===== src/rtl/pong_match_controller_pkg.sv =====
// Shared types and defaults for the Pong match controller slice.
package pong_match_controller_pkg;

  typedef enum logic [2:0] {
    ST_IDLE   = 3'd0,
    ST_SERVE  = 3'd1,
    ST_PLAY   = 3'd2,
    ST_POINT  = 3'd3,
    ST_PAUSED = 3'd4,
    ST_OVER   = 3'd5
  } state_t;

  typedef enum logic [1:0] {
    BOUNCE_NONE   = 2'd0,
    BOUNCE_PADDLE = 2'd1,
    BOUNCE_WALL   = 2'd2,
    BOUNCE_SCORE  = 2'd3
  } bounce_t;

  localparam int   POS_W            = 10;
  localparam int   DEF_SCREEN_X     = 640;
  localparam int   DEF_WIN_SCORE    = 9;
  localparam int   DEF_SERVE_FRAMES = 60;
  localparam int   DEF_SCORE_W      = 4;
  localparam logic PLAYER_1         = 1'b0;
  localparam logic PLAYER_2         = 1'b1;

  // Ball in the right half means it left player 2's side, so player 1 scored.
  function automatic logic scorer_of(input logic [POS_W-1:0] x,
                                     input logic [POS_W-1:0] half_x);
    return (x >= half_x) ? PLAYER_1 : PLAYER_2;
  endfunction

endpackage


===== src/rtl/pong_match_controller_if.sv =====
// Link between collision logic / ball FSM and the match controller.
interface pong_match_controller_if;
  logic [1:0] bounce;
  logic [9:0] ball_pos_x;
  logic       ball_hold;
  logic       ball_run;
  logic       serve_dir;

  modport master (
    input  bounce,
    input  ball_pos_x,
    output ball_hold,
    output ball_run,
    output serve_dir
  );

  modport slave (
    output bounce,
    output ball_pos_x,
    input  ball_hold,
    input  ball_run,
    input  serve_dir
  );
endinterface


===== src/rtl/pong_match_controller_serve_timer.sv =====
// Loadable frame down-counter that saturates at zero; zero flag is combinational off the count.
module pong_match_controller_serve_timer
  import pong_match_controller_pkg::*;
#(
  parameter int CNT_W = 6
) (
  input  logic             clock,
  input  logic             reset_n,
  input  logic             load,
  input  logic [CNT_W-1:0] load_val,
  input  logic             tick,
  output logic             zero
);

  logic [CNT_W-1:0] count_q;

  always_ff @(posedge clock or negedge reset_n) begin
    if (!reset_n) begin
      count_q <= '0;
    end else if (load) begin
      count_q <= load_val;
    end else if (tick && (count_q != '0)) begin
      count_q <= count_q - CNT_W'(1);
    end
  end

  assign zero = (count_q == '0);

endmodule


===== src/rtl/pong_match_controller.sv =====
// Match-level sequencer: serve delay, play/pause, point scoring and winner declaration.
//  state  | meaning
//  IDLE   | waiting for start, ball held
//  SERVE  | ball held for SERVE_FRAMES frames before play
//  PLAY   | ball running, watching for score events and pause
//  POINT  | one cycle: award point, decide SERVE or OVER
//  PAUSED | ball frozen, waiting for next pause edge
//  OVER   | match ended, winner shown until start
module pong_match_controller
  import pong_match_controller_pkg::*;
#(
  parameter int SCREEN_X     = DEF_SCREEN_X,
  parameter int WIN_SCORE    = DEF_WIN_SCORE,
  parameter int SERVE_FRAMES = DEF_SERVE_FRAMES,
  parameter int SCORE_W      = DEF_SCORE_W
) (
  input  logic                 clock,
  input  logic                 reset_n,
  input  logic                 start,
  input  logic                 pause,
  input  logic                 frame_tick,
  pong_match_controller_if.master bus,
  output logic [SCORE_W-1:0]   score_player_1,
  output logic [SCORE_W-1:0]   score_player_2,
  output logic                 game_over,
  output logic                 winner,
  output logic [2:0]           state_dbg
);

  localparam int               CNT_W   = $clog2(SERVE_FRAMES + 1);
  localparam logic [POS_W-1:0] HALF_X  = POS_W'(SCREEN_X / 2);
  localparam logic [SCORE_W-1:0] WIN_V = SCORE_W'(WIN_SCORE);
  localparam logic [CNT_W-1:0] LOAD_V  = CNT_W'(SERVE_FRAMES);

  state_t             state_q, state_d;
  logic [SCORE_W-1:0] score1_q, score1_d;
  logic [SCORE_W-1:0] score2_q, score2_d;
  logic [SCORE_W-1:0] new_score;
  logic               scorer_q, scorer_d;
  logic               serve_dir_q, serve_dir_d;
  logic               game_over_q, game_over_d;
  logic               winner_q, winner_d;
  logic               hold_q, hold_d;
  logic               run_q, run_d;
  logic               pause_q;
  logic               pause_edge;
  logic               timer_load;
  logic               timer_tick;
  logic               timer_zero;

  pong_match_controller_serve_timer #(.CNT_W(CNT_W)) u_serve_timer (
    .clock    (clock),
    .reset_n  (reset_n),
    .load     (timer_load),
    .load_val (LOAD_V),
    .tick     (timer_tick),
    .zero     (timer_zero)
  );

  assign pause_edge = pause & ~pause_q;

  always_comb begin
    state_d     = state_q;
    score1_d    = score1_q;
    score2_d    = score2_q;
    new_score   = '0;
    scorer_d    = scorer_q;
    serve_dir_d = serve_dir_q;
    game_over_d = game_over_q;
    winner_d    = winner_q;
    timer_load  = 1'b0;
    timer_tick  = 1'b0;

    case (state_q)
      ST_IDLE, ST_OVER: begin
        if (start) begin
          state_d     = ST_SERVE;
          score1_d    = '0;
          score2_d    = '0;
          serve_dir_d = 1'b0;
          game_over_d = 1'b0;
          timer_load  = 1'b1;
        end
      end
      ST_SERVE: begin
        timer_tick = frame_tick;
        // A score code left over from the previous rally must clear before play resumes.
        if (timer_zero && (bus.bounce != BOUNCE_SCORE)) begin
          state_d = ST_PLAY;
        end
      end
      ST_PLAY: begin
        if (bus.bounce == BOUNCE_SCORE) begin
          state_d  = ST_POINT;
          scorer_d = scorer_of(bus.ball_pos_x, HALF_X);
        end else if (pause_edge) begin
          state_d = ST_PAUSED;
        end
      end
      ST_POINT: begin
        if (scorer_q == PLAYER_1) begin
          new_score = score1_q + SCORE_W'(1);
          score1_d  = new_score;
        end else begin
          new_score = score2_q + SCORE_W'(1);
          score2_d  = new_score;
        end
        if (new_score == WIN_V) begin
          state_d     = ST_OVER;
          game_over_d = 1'b1;
          winner_d    = scorer_q;
        end else begin
          state_d     = ST_SERVE;
          serve_dir_d = ~scorer_q;
          timer_load  = 1'b1;
        end
      end
      ST_PAUSED: begin
        if (pause_edge) begin
          state_d = ST_PLAY;
        end
      end
      default: begin
        state_d = ST_IDLE;
      end
    endcase

    hold_d = !((state_d == ST_PLAY) || (state_d == ST_PAUSED));
    run_d  = (state_d == ST_PLAY);
  end

  always_ff @(posedge clock or negedge reset_n) begin
    if (!reset_n) begin
      state_q     <= ST_IDLE;
      score1_q    <= '0;
      score2_q    <= '0;
      scorer_q    <= PLAYER_1;
      serve_dir_q <= 1'b0;
      game_over_q <= 1'b0;
      winner_q    <= 1'b0;
      hold_q      <= 1'b1;
      run_q       <= 1'b0;
      pause_q     <= 1'b0;
    end else begin
      state_q     <= state_d;
      score1_q    <= score1_d;
      score2_q    <= score2_d;
      scorer_q    <= scorer_d;
      serve_dir_q <= serve_dir_d;
      game_over_q <= game_over_d;
      winner_q    <= winner_d;
      hold_q      <= hold_d;
      run_q       <= run_d;
      pause_q     <= pause;
    end
  end

  assign bus.ball_hold  = hold_q;
  assign bus.ball_run   = run_q;
  assign bus.serve_dir  = serve_dir_q;
  assign score_player_1 = score1_q;
  assign score_player_2 = score2_q;
  assign game_over      = game_over_q;
  assign winner         = winner_q;
  assign state_dbg      = state_q;

endmodule


===== src/flat_wrapper.sv =====
// flat-port wrapper written by rule: the top's interface ports become plain ports
module pong_match_controller_flat import pong_match_controller_pkg::*;
#(
  parameter int SCREEN_X     = DEF_SCREEN_X,
  parameter int WIN_SCORE    = DEF_WIN_SCORE,
  parameter int SERVE_FRAMES = DEF_SERVE_FRAMES,
  parameter int SCORE_W      = DEF_SCORE_W
)
  (clock, reset_n, start, pause, frame_tick, score_player_1, score_player_2, game_over, winner, state_dbg, bus_bounce, bus_ball_pos_x, bus_ball_hold, bus_ball_run, bus_serve_dir);
  pong_match_controller_if bus_i ();
  input  logic clock;
  input  logic reset_n;
  input  logic start;
  input  logic pause;
  input  logic frame_tick;
  output logic [SCORE_W-1:0] score_player_1;
  output logic [SCORE_W-1:0] score_player_2;
  output logic game_over;
  output logic winner;
  output logic [2:0] state_dbg;
  input wire logic [$bits(bus_i.bounce)-1:0] bus_bounce;
  input wire logic [$bits(bus_i.ball_pos_x)-1:0] bus_ball_pos_x;
  output wire logic [$bits(bus_i.ball_hold)-1:0] bus_ball_hold;
  output wire logic [$bits(bus_i.ball_run)-1:0] bus_ball_run;
  output wire logic [$bits(bus_i.serve_dir)-1:0] bus_serve_dir;
  assign bus_i.bounce = bus_bounce;
  assign bus_i.ball_pos_x = bus_ball_pos_x;
  assign bus_ball_hold = bus_i.ball_hold;
  assign bus_ball_run = bus_i.ball_run;
  assign bus_serve_dir = bus_i.serve_dir;
  pong_match_controller #(.SCREEN_X(SCREEN_X), .WIN_SCORE(WIN_SCORE), .SERVE_FRAMES(SERVE_FRAMES), .SCORE_W(SCORE_W)) u_core (.clock(clock), .reset_n(reset_n), .start(start), .pause(pause), .frame_tick(frame_tick), .bus(bus_i), .score_player_1(score_player_1), .score_player_2(score_player_2), .game_over(game_over), .winner(winner), .state_dbg(state_dbg));
endmodule

===== config.mk =====
export PLATFORM = sky130hd
export DESIGN_NAME = pong_match_controller_flat
export DESIGN_NICKNAME = d
export VERILOG_FILES = /design/src/rtl/pong_match_controller_pkg.sv /design/src/rtl/pong_match_controller_if.sv /design/src/rtl/pong_match_controller_serve_timer.sv /design/src/rtl/pong_match_controller.sv /design/src/flat_wrapper.sv
export SDC_FILE = /design/constraint.sdc
export NUM_CORES = 1
export LEC_CHECK = 0
export CAP_MARGIN = 20
export CORE_UTILIZATION = 30
export CTS_BUF_LIST = sky130_fd_sc_hd__clkbuf_8
export CTS_CLUSTER_DIAMETER = 150
export DETAILED_ROUTE_END_ITERATION = 6
export PLACE_DENSITY = 0.54
export SLEW_MARGIN = 25
export SYNTH_ARGS = -nofsm -noshare
export SYNTH_HDL_FRONTEND = slang
export SYNTH_SLANG_ARGS = --single-unit

===== constraint.sdc =====
create_clock -name clock -period 1.75 [get_ports clock]
set_clock_uncertainty 0.15 [all_clocks]
set_input_delay 0.35 -clock clock [delete_from_list [all_inputs] [get_ports clock]]
set_output_delay 0.35 -clock clock [all_outputs]
set_load 0.05 [all_outputs]

======== Yosys cells after proc, flatten, opt, wreduce, memory -nomap -nowiden ========
Index checks and enable logic that the tools add are counted.
storage, ports and cells
  flip-flop bits (word level) ............. 24
  bits in latches ......................... 0
  bits in writable memories ............... 0
  ROM bits ................................ 0
  input bits .............................. 17
  output and inout bits ................... 16
  memories kept ........................... 0
cells by class
  $add $sub $neg .......................... 3
  $mul .................................... 0
  divide/modulo/power cells ............... 0
  magnitude comparators ................... 1
  eq/ne operators ......................... 15
  shift-type cells ........................ 0
  mux-type cells .......................... 26
  bitwise logic cells ..................... 3
  reductions and logical operators ........ 16
operators by type and width
  kind                   number
  $mux W4                5
  $mux W3                6
  $pmux W4 S2            2
  $pmux W3 S5            1
  $mux W6                2
  $reduce_and A3 Y1      4
  $ge A10 B9 Y1 const B  1
  $eq A3 B2 Y1 const B   3
  $eq A3 B3 Y1 const B   3
  $add A4 B1 Y4 const B  2
  $ne A2 B2 Y1 const B   4
  $mux W1                7
  $logic_not A6 Y1       1
  $pmux W1 S2            3
  $reduce_bool A6 Y1     1
  $sub A6 B1 Y6 const B  1
  $eq A4 B4 Y1 const B   1
  $ne A2 B1 Y1 const B   2
  $reduce_and A2 Y1      2
  $reduce_bool A2 Y1     2
  $eq A3 B1 Y1 const B   1
  $logic_not A3 Y1       1
  $eq A2 B2 Y1 const B   1
  $logic_and A1 B1 Y1    2
  5 further kinds        6

======== Longest topological paths before layout ========
  word-level depth ........................ 9
  mapped depth ............................ 6
  depth with buffers taken out ............ 6

======== By module ========
A second synthesis with hierarchy kept.
second synthesis, totals
  cells, all modules ...................... 151
  area total of the unflattened synthesis .. 1,380.1 µm²
modules (own cells, without submodules)
  module                             instances  cells an instance  area an instance (µm²)  sequential area each (µm²)
  pong_match_controller              1          107                984.7                   451.7
  pong_match_controller_serve_timer  1          44                 395.4                   150.1

======== Least setup slack after synthesis ========
No wires, ideal clock.
  path type ............................... reg-to-reg
  start ................................... reg u_core.score2_q[0] (netlist: u_core.score_player_2[0])
  end ..................................... reg u_core.winner_q (netlist: u_core.winner)
  setup time .............................. 128 ps
  arrival time ............................ 1,909 ps
  data required time ...................... 1,472 ps
  slack ................................... -436 ps
  stages on the path, launching flop included .. 6
  buffers on the path ..................... 0
  clock period less this slack ............ 2,186 ps
  path through ............................ dfrtp_1 ha_1 nor4bb_1 nand2_1 a21boi_2 mux2_1
between the ends
  cells in the longest elaborated chain, start to end .. 5
ends and longest elaborated chain
  item                                RTL line                      RTL
  start: declaration                  pong_match_controller.sv:37   logic [SCORE_W-1:0] score2_q, score2_d;
  start signal: assignment            pong_match_controller.sv:147  score2_q <= score2_d;
  $add A4 B1 Y4                       pong_match_controller.sv:105  new_score = score2_q + SCORE_W'(1);
  $mux W4                             pong_match_controller.sv:101  if (scorer_q == PLAYER_1) begin
  $mux W4                             pong_match_controller.sv:74   case (state_q)
  $eq A4 B4 Y1                        pong_match_controller.sv:108  if (new_score == WIN_V) begin
  $reduce_and A2 Y1 (no source line)  n/a
  end signal: assignment              pong_match_controller.sv:151  winner_q <= winner_d;
  end: declaration                    pong_match_controller.sv:42   logic winner_q, winner_d;
Every way passes these cells. The select of a mux whose other input is x is not followed.
A chain may end at the register's enable or synchronous reset.

======== Worst setup path in the final report ========
  start ................................... reg u_core.score2_q[1] (netlist: u_core.score_player_2[1])
  end ..................................... reg u_core.winner_q (netlist: u_core.winner)
The elaborated chain is that of the path after synthesis.

==> tab_implementation.tex <==
\begin{tabular}{lr}
\hline
Metric & Value \\
\hline
\multicolumn{2}{l}{\textbf{Placed design}} \\
\quad Final weighted congestion in routability-driven placement & roughly 0.85 \\
\quad Dpl hpwl & 2.522 mm \\
\quad Placed instance count & 233 \\
\quad Area after detailed placement & between 0.002 and 0.0025 mm\^{}2 \\
\quad Dpl ws & -0.1658 ns \\
\quad Total of buffers placed on input and output ports & 26 \\
\multicolumn{2}{l}{\textbf{Synth}} \\
\quad Post-synthesis share of cell area spent on and, or, nand and nor gates & 0.2149 \\
\quad Count of distinct cell types in the synthesized netlist & 49 \\
\quad Number of nets produced by synthesis & 156 \\
\quad Cells after Synth & 135 \\
\quad Sequential area share after synthesis & 0.4326 \\
\quad Share of synthesized area spent on multiplexers & 0.02248 \\
\quad Total of warnings raised by yosys & 0 \\
\quad Dominant combinational cell family by area after synthesis & simple AND/OR/NAND/NOR gates \\
\quad Leading cell type by number of instances after synthesis & dfrtp\_1 \\
\quad Arithmetic-cell share of the synthesized area counting full adders, half adders and majority gates & 0.03597 \\
\quad Share of the synthesized area in compound gates (AO/OA/AOI/OAI) & 0.1942 \\
\quad XOR/XNOR Fraction of Synth Area & 0.05665 \\
\quad Mean post-synth cell area & 10.31 um\^{}2 \\
\quad Post-synth design cell area & 0.001391 mm\^{}2 \\
\quad Flops \& latches, synth & 24 \\
\quad Fraction of post-synthesis cell area in the top cell type by area & 0.4137 \\
\quad Share of flip-flops with an asynchronous set or reset after synthesis & 1.000 \\
\quad Most numerous cell types in the synthesized netlist & dfrtp\_1 (23), nand2\_1 (17), o21ai\_0 (11) \\
\quad Most area-consuming cells after synthesis & dfrtp\_1 (41\%), nand2\_1 (4.6\%), o21ai\_0 (4.0\%) \\
\quad Number of flops mapped to enable cells by yosys & 0 \\
\quad Most used flip-flop cell after synthesis & dfrtp\_1 \\
\quad Cell type contributing the most total cell area after synthesis & dfrtp\_1 \\
\multicolumn{2}{l}{\textbf{Global route}} \\
\quad Gr ovfl total & 0 \\
\quad Maximum number of pins on one net before global-route repair & 25 \\
\quad Global routing usage summed across all routing layers & 0.1503 \\
\quad Global-route wire length before repair & slightly below 6 mm \\
\quad Number of antenna violations at the first check in global routing & 0 \\
\quad Vias in the first global route & 1335 \\
\multicolumn{2}{l}{\textbf{Cells and area}} \\
\quad Fraction of layout instances using a drive strength above 1 & 0.4421 \\
\quad Final-stage net count & 212 \\
\quad N\_diodes & 0 \\
\quad Area growth from synthesis to layout & 59.26\% \\
\quad Final non-filler cell total & about 240 \\
\quad Post-route design area & 0.002216 mm\^{}2 \\
\multicolumn{2}{l}{\textbf{Critical path}} \\
\quad Crit path launch type & flop \\
\quad Required @ worst endpoint & 1.76 ns \\
\quad Maximum net fanout on the critical path & 4 \\
\quad Type of the worst setup path & reg2reg \\
\quad Worst path arrival time & 1.91 ns \\
\quad Endpoint type of the worst setup path & flop \\
\multicolumn{2}{l}{\textbf{Drt}} \\
\quad Via density & 5.116 \\
\quad Count of antenna-violating nets left after detailed routing & 0 \\
\quad Vias & 1238 \\
\quad Drc violations & 0 \\
\quad First-pass iteration count of the detailed router & 4 \\
\quad DRT iter0 DRCs & 37 \\
\quad Post-detailed-route wirelength per cell & between 10 and 15 um \\
\quad Total wirelength of the detailed-routed design & 3.354 mm \\
\multicolumn{2}{l}{\textbf{Clock tree}} \\
\quad CTS tree & built \\
\quad Clock transition at the registers of the reported paths & 0.08 ns \\
\quad Post-CTS Hold Buffers & 0 \\
\quad Root buf cell & clkbuf\_8 \\
\quad Number of CTS-inserted buffers & 3 \\
\quad Clock Sinks & 24 \\
\quad H-tree depth & 1 \\
\quad Clock Latency Late Sink & 0.27 ns \\
\quad Clock Path Buffers & 2 \\
\multicolumn{2}{l}{\textbf{Min path}} \\
\quad Class of the tightest hold or removal check & in2async \\
\multicolumn{2}{l}{\textbf{STA}} \\
\quad Total count of hold-check failures in the final report & 0 \\
\quad Count of endpoints failing setup in the final report & 9 \\
\quad Least setup slack across all paths after layout & -0.1564 ns \\
\quad Number of max-slew violations in the final report & 0 \\
\quad Highest achievable clock rate & 524.6 MHz \\
\quad RSZ-0062 raised after global routing & yes \\
\quad Least-Margin Pin Slew & 0.3229 ns \\
\quad Tcrit/Tclk final & 1.089 \\
\quad Minimum clock period & roughly 1.9 ns \\
\quad Rel. slew slack & 0.7848 \\
\multicolumn{2}{l}{\textbf{Power}} \\
\quad Power Dens Cells & roughly 1000 mW/mm\^{}2 \\
\quad Total power draw & between 2 and 2.5 mW \\
\quad Largest vdd supply drop & 0.0008559 V \\
\quad Static power due to leakage & $\sim$0.92 nW \\
\multicolumn{2}{l}{\textbf{Job}} \\
\quad Max-cap viol count & 0 \\
\multicolumn{2}{l}{\textbf{Floorplanning}} \\
\quad Std-Cell Rows & 24 \\
\quad Overall die width & between 70 and 80 um \\
\quad Total Die Area & 0.004914 mm\^{}2 \\
\quad Initial core utilization & 0.3152 \\
\quad Boundary pin count & 33 \\
\quad Area of the core region & 0.004414 mm\^{}2 \\
\quad Die boundary height & between 70 and 80 um \\
\multicolumn{2}{l}{\textbf{Status}} \\
\quad Violated checks & setup timing \\
\quad Run status & finished, violations left \\
\hline
\end{tabular}
[power breakdown]
group / leakage, nW / total, mW / internal (mW) / switching, mW
Clock: 0.0288 / 0.374 / 0.201 / 0.173
Sequential: 0.291 / 0.766 / 0.662 / 0.105
Combinational: 0.596 / 1.15 / 0.573 / 0.576
Total: 0.915 / 2.29 / 1.44 / 0.853
[sequential cells by signal, indices dropped and copies added, names as in the netlist, 3 cells and up]
name	cells
u_core.score_player_2	4
u_core.u_serve_timer.count_q	6
u_core.state_dbg	3
u_core.score_player_1	4
[final cells by class]
class,count,area (um^2)
Tap cell,52,65.06
Timing Repair Buffer,56,644.4
Clock buffer,4,55.05
Fill cell,386,2198
Inverter,7,26.28
Sequential cell,24,611.8
Multi-Input combinational cell,99,813.3
[timing repair]
action / CTS / global route
setup buffers: 4 / 2
pin swaps: 5 / 7
endpoints found under the hold margin: 0 / 0
endpoints found under the setup margin: 8 / 13
gates resized for setup: 9 / 7
[through the flow]
| step | utilization | setup TNS (ns) | hold WS, ns |
|---|---|---|---|
| 2_1_floorplan | - | -0.3728 | -0.09559 |
| 3_3_place_gp | 0.4663 | -0.7472 | 0.3453 |
| 3_5_place_dp | 0.4663 | -1.313 | 0.3535 |
| 4_1_cts | 0.4923 | -0.6415 | 0.3083 |
| 5_1_grt | 0.5020 | -1.192 | 0.3484 |
| 6_report | 0.5020 | -0.6020 | 0.2956 |
[worst max-delay path, stage by stage, from the launching register on]
cell and delay, ns:
dfrtp_2 0.43, ha_4 0.24, nor4bb_1 0.25, nand2_1 0.20, a21boi_2 0.21, mux2_4 0.31
[metal layers]
layer,track usage,routed length (um),share of wire
met5,0,0,0
met4,0.02667,13,0.0039
met3,0.04185,122,0.036
met2,0.2831,1803,0.54
met1,0.1687,1415,0.42
[cell usage in the layout, fill, tap and decap left out, types with 5 or more instances in the layout]
master / netlist / layout
buf_4: 1 / 28
nand2_1: 17 / 15
buf_12: 0 / 15
dfrtp_1: 23 / 15
o21ai_0: 11 / 11
clkdlybuf4s50_1: 0 / 10
dfrtp_2: 0 / 8
inv_1: 5 / 5
xnor2_1: 5 / 5
nand3_1: 7 / 5
[kinds of logic (layout without fill, tap and decap cells)]
logic type / Yosys count / after routing
AO/OA/AOI/OAI: 36 / 36
flip-flops: 24 / 24
multiplexers: 3 / 3
XOR/XNOR: 9 / 9
buffers and inverters: 12 / 67
AND/OR/NAND/NOR: 47 / 47
adder cells (fa/ha/maj): 4 / 4
[worst paths after layout]
kind                                            startpoint                               to  slack (ns)  depth (start not counted)
max in group asynchronous                          reset_n             u_core.bus.ball_hold        0.86                          2
min in group clock         u_core.u_serve_timer.count_q[5]  u_core.u_serve_timer.count_q[5]        0.38                          2
hold reg to reg            u_core.u_serve_timer.count_q[5]  u_core.u_serve_timer.count_q[5]        0.38                          2
setup / recovery                  u_core.score_player_2[1]                    u_core.winner       -0.16                          5
hold / removal                                     reset_n              u_core.bus.ball_run        0.30                          2
setup reg to reg                  u_core.score_player_2[1]                    u_core.winner       -0.16                          5
Note: power is estimated with default switching activity, not from simulation.
